<file path="config.mk">
export PLATFORM = sky130hd
export DESIGN_NAME = n_bitdivider_flat
export DESIGN_NICKNAME = d
export VERILOG_FILES = /design/src/rtl/n_bitdivider_if.sv /design/src/rtl/n_bitdivider.sv /design/src/flat_wrapper.sv
export SDC_FILE = /design/constraint.sdc
export NUM_CORES = 1
export LEC_CHECK = 0
export BUFFER_PORTS_ARGS = -buffer_cell sky130_fd_sc_hd__buf_4
export CORE_MARGIN = 5
export CORE_UTILIZATION = 58
export CTS_CLUSTER_DIAMETER = 100
export CTS_CLUSTER_SIZE = 24
export DETAILED_ROUTE_END_ITERATION = 7
export GPL_TIMING_DRIVEN = 0
export PLACE_DENSITY = 0.8
export SYNTH_ARGS = -nofsm -noshare
export SYNTH_HDL_FRONTEND = slang
export SYNTH_SLANG_ARGS = --single-unit
</file>
<file path="constraint.sdc">
create_clock -name clk -period 2.6 [get_ports clk]
set_input_delay 0.52 -clock clk [delete_from_list [all_inputs] [get_ports clk]]
set_output_delay 0.52 -clock clk [all_outputs]
set_load 0.1 [all_outputs]
</file>
<file path="src/rtl/n_bitdivider_if.sv">
// n_bitdivider_if: request/result bundle for the n_bitdivider block.
//   master: drives start, dividend, divisor; observes busy, done and results
//   slave : the divider itself
//   start       request pulse, sampled only while the divider is idle
//   dividend    signed dividend, sampled with start
//   divisor     signed divisor, sampled with start
//   busy        operation in progress
//   done        one-cycle completion pulse
//   quotient    signed quotient, held until the next done
//   remainder   signed remainder, held until the next done
//   div_by_zero divisor was zero for the last completed operation
//   overflow    last completed operation was (-2^(N-1)) / -1
interface n_bitdivider_if #(
    parameter int NUM_BITS = 8
);
    logic                start;
    logic [NUM_BITS-1:0] dividend;
    logic [NUM_BITS-1:0] divisor;
    logic                busy;
    logic                done;
    logic [NUM_BITS-1:0] quotient;
    logic [NUM_BITS-1:0] remainder;
    logic                div_by_zero;
    logic                overflow;

    modport master (
        output start, dividend, divisor,
        input  busy, done, quotient, remainder, div_by_zero, overflow
    );

    modport slave (
        input  start, dividend, divisor,
        output busy, done, quotient, remainder, div_by_zero, overflow
    );
endinterface

</file>
<file path="src/rtl/n_bitdivider.sv">
// n_bitdivider: multi-cycle signed restoring divider, one quotient bit per clock.
//   clk    system clock, rising edge
//   n_rst  synchronous active-low reset
//   bus    n_bitdivider_if.slave (start/operands in, busy/done/results/flags out)
// Truncates toward zero; the remainder takes the sign of the dividend.
// Optional macro DIVIDER_ZERO_FAST_EN: a zero divisor skips the CALC phase and
// goes straight to FIXUP; results and flags are the same either way.
module n_bitdivider #(
    parameter int NUM_BITS = 8
) (
    input  logic          clk,
    input  logic          n_rst,
    n_bitdivider_if.slave bus
);
    localparam int N  = NUM_BITS;
    localparam int CW = $clog2(N + 1);

    typedef enum logic [1:0] {IDLE, CALC, FIXUP, DONE} state_e;

    state_e         state_q, state_d;
    // Partial remainder is kept N bits wide: it is always below |b| <= 2^(N-1),
    // and the N+1-bit trial difference carries the sign of the subtraction.
    logic [N-1:0]   rem_q, rem_d;
    logic [N-1:0]   quo_q, quo_d;
    logic [N-1:0]   bmag_q, bmag_d;
    logic [CW-1:0]  cnt_q, cnt_d;
    logic           neg_quo_q, neg_quo_d;
    logic           neg_rem_q, neg_rem_d;
    logic           divz_q, divz_d;
    logic           ovf_q, ovf_d;

    logic           busy_q, busy_d;
    logic           done_q, done_d;
    logic [N-1:0]   quot_q, quot_d;
    logic [N-1:0]   remd_q, remd_d;
    logic           dbz_q, dbz_d;
    logic           ovfo_q, ovfo_d;

    logic           a_neg, b_neg;
    logic [N-1:0]   a_mag, b_mag;
    logic [N:0]     shifted, diff;

    always_comb begin
        a_neg   = bus.dividend[N-1];
        b_neg   = bus.divisor[N-1];
        a_mag   = a_neg ? -bus.dividend : bus.dividend;
        b_mag   = b_neg ? -bus.divisor  : bus.divisor;
        shifted = {rem_q, quo_q[N-1]};
        diff    = shifted - {1'b0, bmag_q};

        state_d   = state_q;
        rem_d     = rem_q;
        quo_d     = quo_q;
        bmag_d    = bmag_q;
        cnt_d     = cnt_q;
        neg_quo_d = neg_quo_q;
        neg_rem_d = neg_rem_q;
        divz_d    = divz_q;
        ovf_d     = ovf_q;
        quot_d    = quot_q;
        remd_d    = remd_q;
        dbz_d     = dbz_q;
        ovfo_d    = ovfo_q;

        unique case (state_q)
            IDLE: begin
                if (bus.start) begin
                    neg_quo_d = a_neg ^ b_neg;
                    neg_rem_d = a_neg;
                    quo_d     = a_mag;
                    bmag_d    = b_mag;
                    rem_d     = '0;
                    cnt_d     = '0;
                    divz_d    = (bus.divisor == '0);
                    ovf_d     = (bus.dividend == {1'b1, {(N-1){1'b0}}}) &&
                                (bus.divisor == '1);
                    state_d   = CALC;
`ifdef DIVIDER_ZERO_FAST_EN
                    // Preload the remainder a full CALC pass would leave: |a|.
                    if (bus.divisor == '0) begin
                        rem_d   = a_mag;
                        state_d = FIXUP;
                    end
`endif
                end
            end
            CALC: begin
                // Restoring step: keep the trial difference only if it is non-negative.
                quo_d = {quo_q[N-2:0], ~diff[N]};
                rem_d = diff[N] ? shifted[N-1:0] : diff[N-1:0];
                cnt_d = cnt_q + CW'(1);
                if (cnt_q == CW'(N - 1)) begin
                    state_d = FIXUP;
                end
            end
            FIXUP: begin
                quot_d  = divz_q ? '1 : (neg_quo_q ? -quo_q : quo_q);
                remd_d  = neg_rem_q ? -rem_q : rem_q;
                dbz_d   = divz_q;
                ovfo_d  = ovf_q;
                state_d = DONE;
            end
            DONE: begin
                state_d = IDLE;
            end
            default: begin
                state_d = IDLE;
            end
        endcase

        busy_d = (state_d == CALC) || (state_d == FIXUP);
        done_d = (state_d == DONE);
    end

    always_ff @(posedge clk) begin
        if (!n_rst) begin
            state_q   <= IDLE;
            rem_q     <= '0;
            quo_q     <= '0;
            bmag_q    <= '0;
            cnt_q     <= '0;
            neg_quo_q <= 1'b0;
            neg_rem_q <= 1'b0;
            divz_q    <= 1'b0;
            ovf_q     <= 1'b0;
            busy_q    <= 1'b0;
            done_q    <= 1'b0;
            quot_q    <= '0;
            remd_q    <= '0;
            dbz_q     <= 1'b0;
            ovfo_q    <= 1'b0;
        end else begin
            state_q   <= state_d;
            rem_q     <= rem_d;
            quo_q     <= quo_d;
            bmag_q    <= bmag_d;
            cnt_q     <= cnt_d;
            neg_quo_q <= neg_quo_d;
            neg_rem_q <= neg_rem_d;
            divz_q    <= divz_d;
            ovf_q     <= ovf_d;
            busy_q    <= busy_d;
            done_q    <= done_d;
            quot_q    <= quot_d;
            remd_q    <= remd_d;
            dbz_q     <= dbz_d;
            ovfo_q    <= ovfo_d;
        end
    end

    assign bus.busy        = busy_q;
    assign bus.done        = done_q;
    assign bus.quotient    = quot_q;
    assign bus.remainder   = remd_q;
    assign bus.div_by_zero = dbz_q;
    assign bus.overflow    = ovfo_q;
endmodule

</file>
<file path="src/flat_wrapper.sv">
// flat-port wrapper written by rule: the top's interface ports become plain ports
module n_bitdivider_flat 
#(
    parameter int NUM_BITS = 8
)
  (clk, n_rst, bus_start, bus_dividend, bus_divisor, bus_busy, bus_done, bus_quotient, bus_remainder, bus_div_by_zero, bus_overflow);
  n_bitdivider_if #(.NUM_BITS(NUM_BITS)) bus_i ();
  input  logic clk;
  input  logic n_rst;
  input wire logic [$bits(bus_i.start)-1:0] bus_start;
  input wire logic [$bits(bus_i.dividend)-1:0] bus_dividend;
  input wire logic [$bits(bus_i.divisor)-1:0] bus_divisor;
  output wire logic [$bits(bus_i.busy)-1:0] bus_busy;
  output wire logic [$bits(bus_i.done)-1:0] bus_done;
  output wire logic [$bits(bus_i.quotient)-1:0] bus_quotient;
  output wire logic [$bits(bus_i.remainder)-1:0] bus_remainder;
  output wire logic [$bits(bus_i.div_by_zero)-1:0] bus_div_by_zero;
  output wire logic [$bits(bus_i.overflow)-1:0] bus_overflow;
  assign bus_i.start = bus_start;
  assign bus_i.dividend = bus_dividend;
  assign bus_i.divisor = bus_divisor;
  assign bus_busy = bus_i.busy;
  assign bus_done = bus_i.done;
  assign bus_quotient = bus_i.quotient;
  assign bus_remainder = bus_i.remainder;
  assign bus_div_by_zero = bus_i.div_by_zero;
  assign bus_overflow = bus_i.overflow;
  n_bitdivider #(.NUM_BITS(NUM_BITS)) u_core (.clk(clk), .n_rst(n_rst), .bus(bus_i));
endmodule
</file>
==> metrics.csv, run 1 <==
metric,value,unit
start of the worst register-to-register path,u_core.quo_q[7],
clock sinks,54,
Slew @ Worst Pin,0.689,ns
Hold Path Depth,2,
asr flop ratio synth,0,
Die Height,82.3,µm
Total GRT Usage,0.230,
"Max FO, Critical Path",10,
vias in the first global route,2564,
1st-pass router iterations,6,
Syn Inst Count,375,
CP Launch Point,u_core.quo_q[7],
CTS root buffer,clkbuf_8,
"Design Area, Final",0.00354,mm²
Core Footprint,0.00511,mm²
Leak,1.41,nW
1st-iter DRT viols,149,
Place WS,-0.0547,ns
Finished Layout Cells,491,
drt total wl,7250,µm
Mapped Avg Cell Area,8.09,µm²
fin crit period,2.49,ns
synthesized area,0.00303,mm²
Max H-tree Level,2,
Final TNS setup,0,ns
part of the Yosys area used for sequential elements,0.356,
layout cell share with drive strength beyond 1,0.147,
first-pass GRT wire length,11900,µm
placed cells,481,
"commonest non-fill, non-tap cells in the layout","dfxtp_1, buf_4, nor2_1",
Die Width,82.3,µm
Worst Hold Slack,0.460,ns
number of port buffers,36,
Post-synth EDFFs,0,
clock latency on the worst-skew pair,0.31,ns
DRC,0,
largest net degree at the start of global routing,17,
initial antenna violation count,0,
Nets,454,
num ports,39,
"FF+latch count, synth",54,
Clock Skew,0.00408,ns
Peak supply drop,0.410,mV
GRT overflow,0,
Initial Utilization,0.594,
Synth cell types,49,
Max-Cap Viols,0,
Worst EP required,2.85,ns
final worst setup slack,0.114,ns
min-delay worst type,flop to flop,
Final Hold Viols,0,
kind of end point of the critical path,flop,
Power per Cell Area,628,mW/mm²
GP Congestion,0.867,
syn nets,409,
"Cell Area, Placed",0.00339,mm²
Inserted Diodes,0,
Worst setup SP type,flop,
DR vias/cell,5.78,
Ys Warns,0,
Slew HR,0.539,
drt wl/cell,14.8,µm
final cycle utilization of the critical path,0.956,
Hold Startpoint,u_core.ovf_q,
fmax,402,MHz
hold buffer count at CTS,0,
R2R cell count,9,
RSZ-0062 raised after global routing,no,
CTS tree,yes,
vias post-DR,2839,
area grow syn2layout,16.7,%
setup violators final,0,
DRT antenna net count,0,
"Primary FF master, synth",dfxtp_1,
"commonest non-fill, non-tap cell in the layout",dfxtp_1,
Clock Pin Slew Worst Setup and Hold Paths,0.10,ns
critical path type,flop to flop,
Max clock buf depth,2,
die area,0.00678,mm²
clock buffer count from CTS,5,
Slew Limit Fails,0,
row count,26,
critical path data arrival time,2.73,ns
DP HPWL,5580,µm
run status,"finished, final reports clean",
[flip-flops by register name, indices dropped and copies added (netlist names)]
register,count
u_core.bus.div_by_zero,1
u_core.bus.overflow,1
u_core.neg_rem_q,1
u_core.bus.done,1
u_core.ovf_q,1
u_core.bus.remainder,8
u_core.divz_q,1
u_core.quo_q,8
u_core.state_q,2
u_core.cnt_q,4
u_core.bus.quotient,8
u_core.bus.busy,1
u_core.rem_q,8
u_core.bmag_q,8
u_core.neg_quo_q,1
[layout make-up]
| type | instances | area [µm²] |
|---|---|---|
| clock buffers | 7 | 96.3 |
| well taps | 70 | 87.6 |
| repair buffers | 38 | 285 |
| clock inverters | 1 | 8.76 |
| fillers | 451 | 1570 |
| inverters | 26 | 97.6 |
| flip-flops and latches | 54 | 1080 |
| multi-input cells | 275 | 1790 |
| plain buffers | 20 | 91.3 |
[cell families after synthesis]
family          Yosys count  share of synthesized area
xor+xnor                 26                     0.0751
flops                    54                      0.356
fa+ha+maj                15                     0.0643
mux                      11                     0.0375
buf+inv                  46                     0.0623
compound gates           98                      0.212
simple gates            125                      0.193
[cell usage after synthesis (3+ instances only)]
| cell type | count | area [µm²] |
|---|---|---|
| nor2b_1 | 4 | 25.0 |
| nand2_1 | 33 | 124 |
| a211oi_1 | 14 | 105 |
| ha_1 | 14 | 175 |
| dfxtp_1 | 54 | 1080 |
| a21oi_1 | 25 | 125 |
| xor2_1 | 12 | 105 |
| or3_1 | 6 | 37.5 |
| o211ai_1 | 3 | 22.5 |
| mux2i_1 | 8 | 80.1 |
| a22oi_1 | 3 | 22.5 |
| nor3_1 | 9 | 45.0 |
| nand2b_1 | 6 | 37.5 |
| a31oi_1 | 3 | 18.8 |
| a222oi_1 | 5 | 50.1 |
| nand4_1 | 5 | 31.3 |
| mux2_2 | 3 | 33.8 |
| nand3_1 | 11 | 55.1 |
| clkbuf_1 | 15 | 56.3 |
| nor2_1 | 39 | 146 |
| inv_1 | 25 | 93.8 |
| o21ai_0 | 22 | 110 |
| o31ai_1 | 8 | 60.1 |
| nand3b_1 | 3 | 22.5 |
| xnor2_1 | 14 | 123 |
[worst paths after layout]
check                    end  slack [ns]
max          u_core.quo_q[0]        0.11
min             u_core.ovf_q        0.46
max reg2reg  u_core.quo_q[0]        0.11
min reg2reg     u_core.ovf_q        0.46
[metrics by stage]
stage,power (W),utilization
floorplan,0.00147,-
global placement,0.00162,0.664
detailed placement,0.00164,0.664
CTS,0.00216,0.686
global route,0.00234,0.693
finish,0.00222,0.693
[power by group]
group	internal, W	switching [W]
Sequential	0.000871	0.0000554
Clock	0.000245	0.000279
Combinational	0.000362	0.000409
[worst max-delay path, cell delays in order (launching register included)]
cell and delay [ns]:
dfxtp_2 0.36, inv_1 0.07, ha_1 0.22, fa_2 0.36, nand2b_4 0.16, a211o_1 0.25
a221o_1 0.38, buf_6 0.18, or3_1 0.32, a21oi_1 0.12
[layer usage]
metal / up-vias / share of wire / wire, µm / GRT usage
met3: 8 / 0.059 / 426 / 0.0358
met1: 1327 / 0.45 / 3240 / 0.302
met2: 89 / 0.48 / 3500 / 0.386
met4: 0 / 0.012 / 87 / 0.0698
li1: 1415 / - / - / -
met5: - / 0 / 0 / 0
[repair_timing]
| item | CTS | global route |
|---|---|---|
| hold endpoints to repair | 0 | 0 |
| setup buffers | 0 | 2 |
| pin swaps | 1 | 1 |
| setup endpoints to repair | 2 | 4 |
| gates resized for setup | 2 | 4 |
Power figures use the tool's default switching activity.
==> inputs of run 2 (changes only) <==
==> constraint.sdc (replaced) <==
create_clock -name clk -period 2.6 [get_ports clk]
set_input_delay 0 -clock clk [delete_from_list [all_inputs] [get_ports clk]]
set_output_delay 0 -clock clk [all_outputs]
set_load 0.1 [all_outputs]
==> run 2 against run 1 <==
Largest cell class unchanged. Clock power about the same. First-iteration DRC count increased by 17%. Worst setup slack better by 0.0012 ns. Wire length grew 0.95%. Die area unchanged. Hold slack worse by 0.45 ns. Utilization is 0.39 points higher. Clock-buffer cell count unchanged. Critical path depth is the same. Highest routed layer unchanged.
==> metrics.csv, run 2 (synthesis results as in run 1) <==
metric,value,unit
Power per Cell Area,625,mW/mm²
Slew @ Worst Pin,0.682,ns
R2R setup slack,0.12,ns
Die Height,82.3,µm
"Cell Area, Placed",0.00339,mm²
Max H-tree Level,2,
largest net degree at the start of global routing,17,
CP max-delay cell,a221o_1,
CTS root buffer,clkbuf_8,
run status,"finished, final reports clean",
Finished Layout Cells,493,
layout cell share with drive strength beyond 1,0.147,
Place WS,-0.0547,ns
GP Congestion,0.867,
Clock Skew,0.00312,ns
"Design Area, Final",0.00356,mm²
Slew Limit Fails,0,
DP HPWL,5580,µm
clock sinks,54,
fmax,402,MHz
DR vias/cell,5.75,
vias in the first global route,2577,
GRT overflow,0,
critical path data arrival time,2.73,ns
Slew HR,0.544,
placed cells,481,
CTS tree,yes,
Worst EP required,2.85,ns
Inserted Diodes,0,
fin crit period,2.48,ns
Initial Utilization,0.594,
1st-pass router iterations,5,
"Max FO, Critical Path",10,
clock buffer count from CTS,5,
Max-Cap Viols,0,
min-delay worst type,input port to flop,
vias post-DR,2836,
"commonest non-fill, non-tap cells in the layout","dfxtp_1, buf_4, nor2_1",
area grow syn2layout,17.3,%
number of port buffers,36,
row count,26,
Final TNS setup,0,ns
clock latency on the worst-skew pair,0.31,ns
DRC,0,
Worst setup SP type,flop,
kind of end point of the critical path,flop,
num ports,39,
Max clock buf depth,2,
final worst setup slack,0.115,ns
die area,0.00678,mm²
Final Hold Viols,0,
initial antenna violation count,0,
"commonest non-fill, non-tap cell in the layout",dfxtp_1,
Clock Pin Slew Worst Setup and Hold Paths,0.10,ns
first-pass GRT wire length,12000,µm
final cycle utilization of the critical path,0.956,
drt total wl,7320,µm
Nets,456,
1st-iter DRT viols,174,
crit path cell chain,"inv_1, ha_1, fa_2, nand2b_4, a211o_1, a221o_1, buf_6, or3_1, a21oi_1",
Total GRT Usage,0.231,
Core Footprint,0.00511,mm²
max incr delay on CP,0.38,ns
RSZ-0062 raised after global routing,no,
critical path type,flop to flop,
DRT antenna net count,0,
Die Width,82.3,µm
setup violators final,0,
Leak,1.42,nW
drt wl/cell,14.8,µm
Peak supply drop,0.412,mV
[run 2: critical path: cells and delay by family, from the launching register on]
kind,cells,cell delay (ns)
AOI/OAI and AO/OA,3,0.75
adders and majority gates,2,0.58
buffers and inverters,2,0.24
DFF,1,0.36
and+or+nand+nor,2,0.48
[run 2: where the power goes]
part | internal, W | switching (W)
Sequential | 0.000871 | 0.0000552
Clock | 0.000245 | 0.000280
Combinational | 0.000364 | 0.000410
[run 2: through the flow]
stage          hold WS, ns  utilization  total power (W)
2_1_floorplan        0.136            -          0.00147
3_3_place_gp         0.286        0.664          0.00162
3_5_place_dp         0.291        0.664          0.00164
4_1_cts            0.00602        0.690          0.00216
5_1_grt             0.0482        0.697          0.00234
6_report           0.00700        0.697          0.00223
[run 2: metal layers]
layer	part of all wire	vias up	track usage
met2	0.49	65	0.391
met1	0.45	1346	0.301
met4	0.0093	0	0.0698
met5	0	-	0
met3	0.048	6	0.0358
li1	-	1419	-
[run 2: cell type report]
| class | instances | area, µm² |
|---|---|---|
| buffer | 20 | 91.3 |
| multi-input combinational | 275 | 1790 |
| fill | 450 | 1550 |
| sequential | 54 | 1080 |
| inverter | 26 | 97.6 |
| tap | 70 | 87.6 |
| timing repair buffer | 40 | 305 |
| clock inverter | 1 | 8.76 |
| clock buffer | 7 | 96.3 |
[run 2: repair_timing]
action,in CTS,in global routing
pin swaps,1,1
hold endpoints to repair,2,0
setup buffers,0,2
hold buffers,2,0
endpoints found under the setup margin,2,4
gates resized for setup,2,4
[run 2: path summary, 6_finish.rpt]
path / start / endpoint / cells past startpoint
min reg2reg: u_core.ovf_q / u_core.ovf_q / 2
max: u_core.quo_q[7] / u_core.quo_q[0] / 9
min: bus_divisor[6] / u_core.bmag_q[6] / 3
max reg2reg: u_core.quo_q[7] / u_core.quo_q[0] / 9
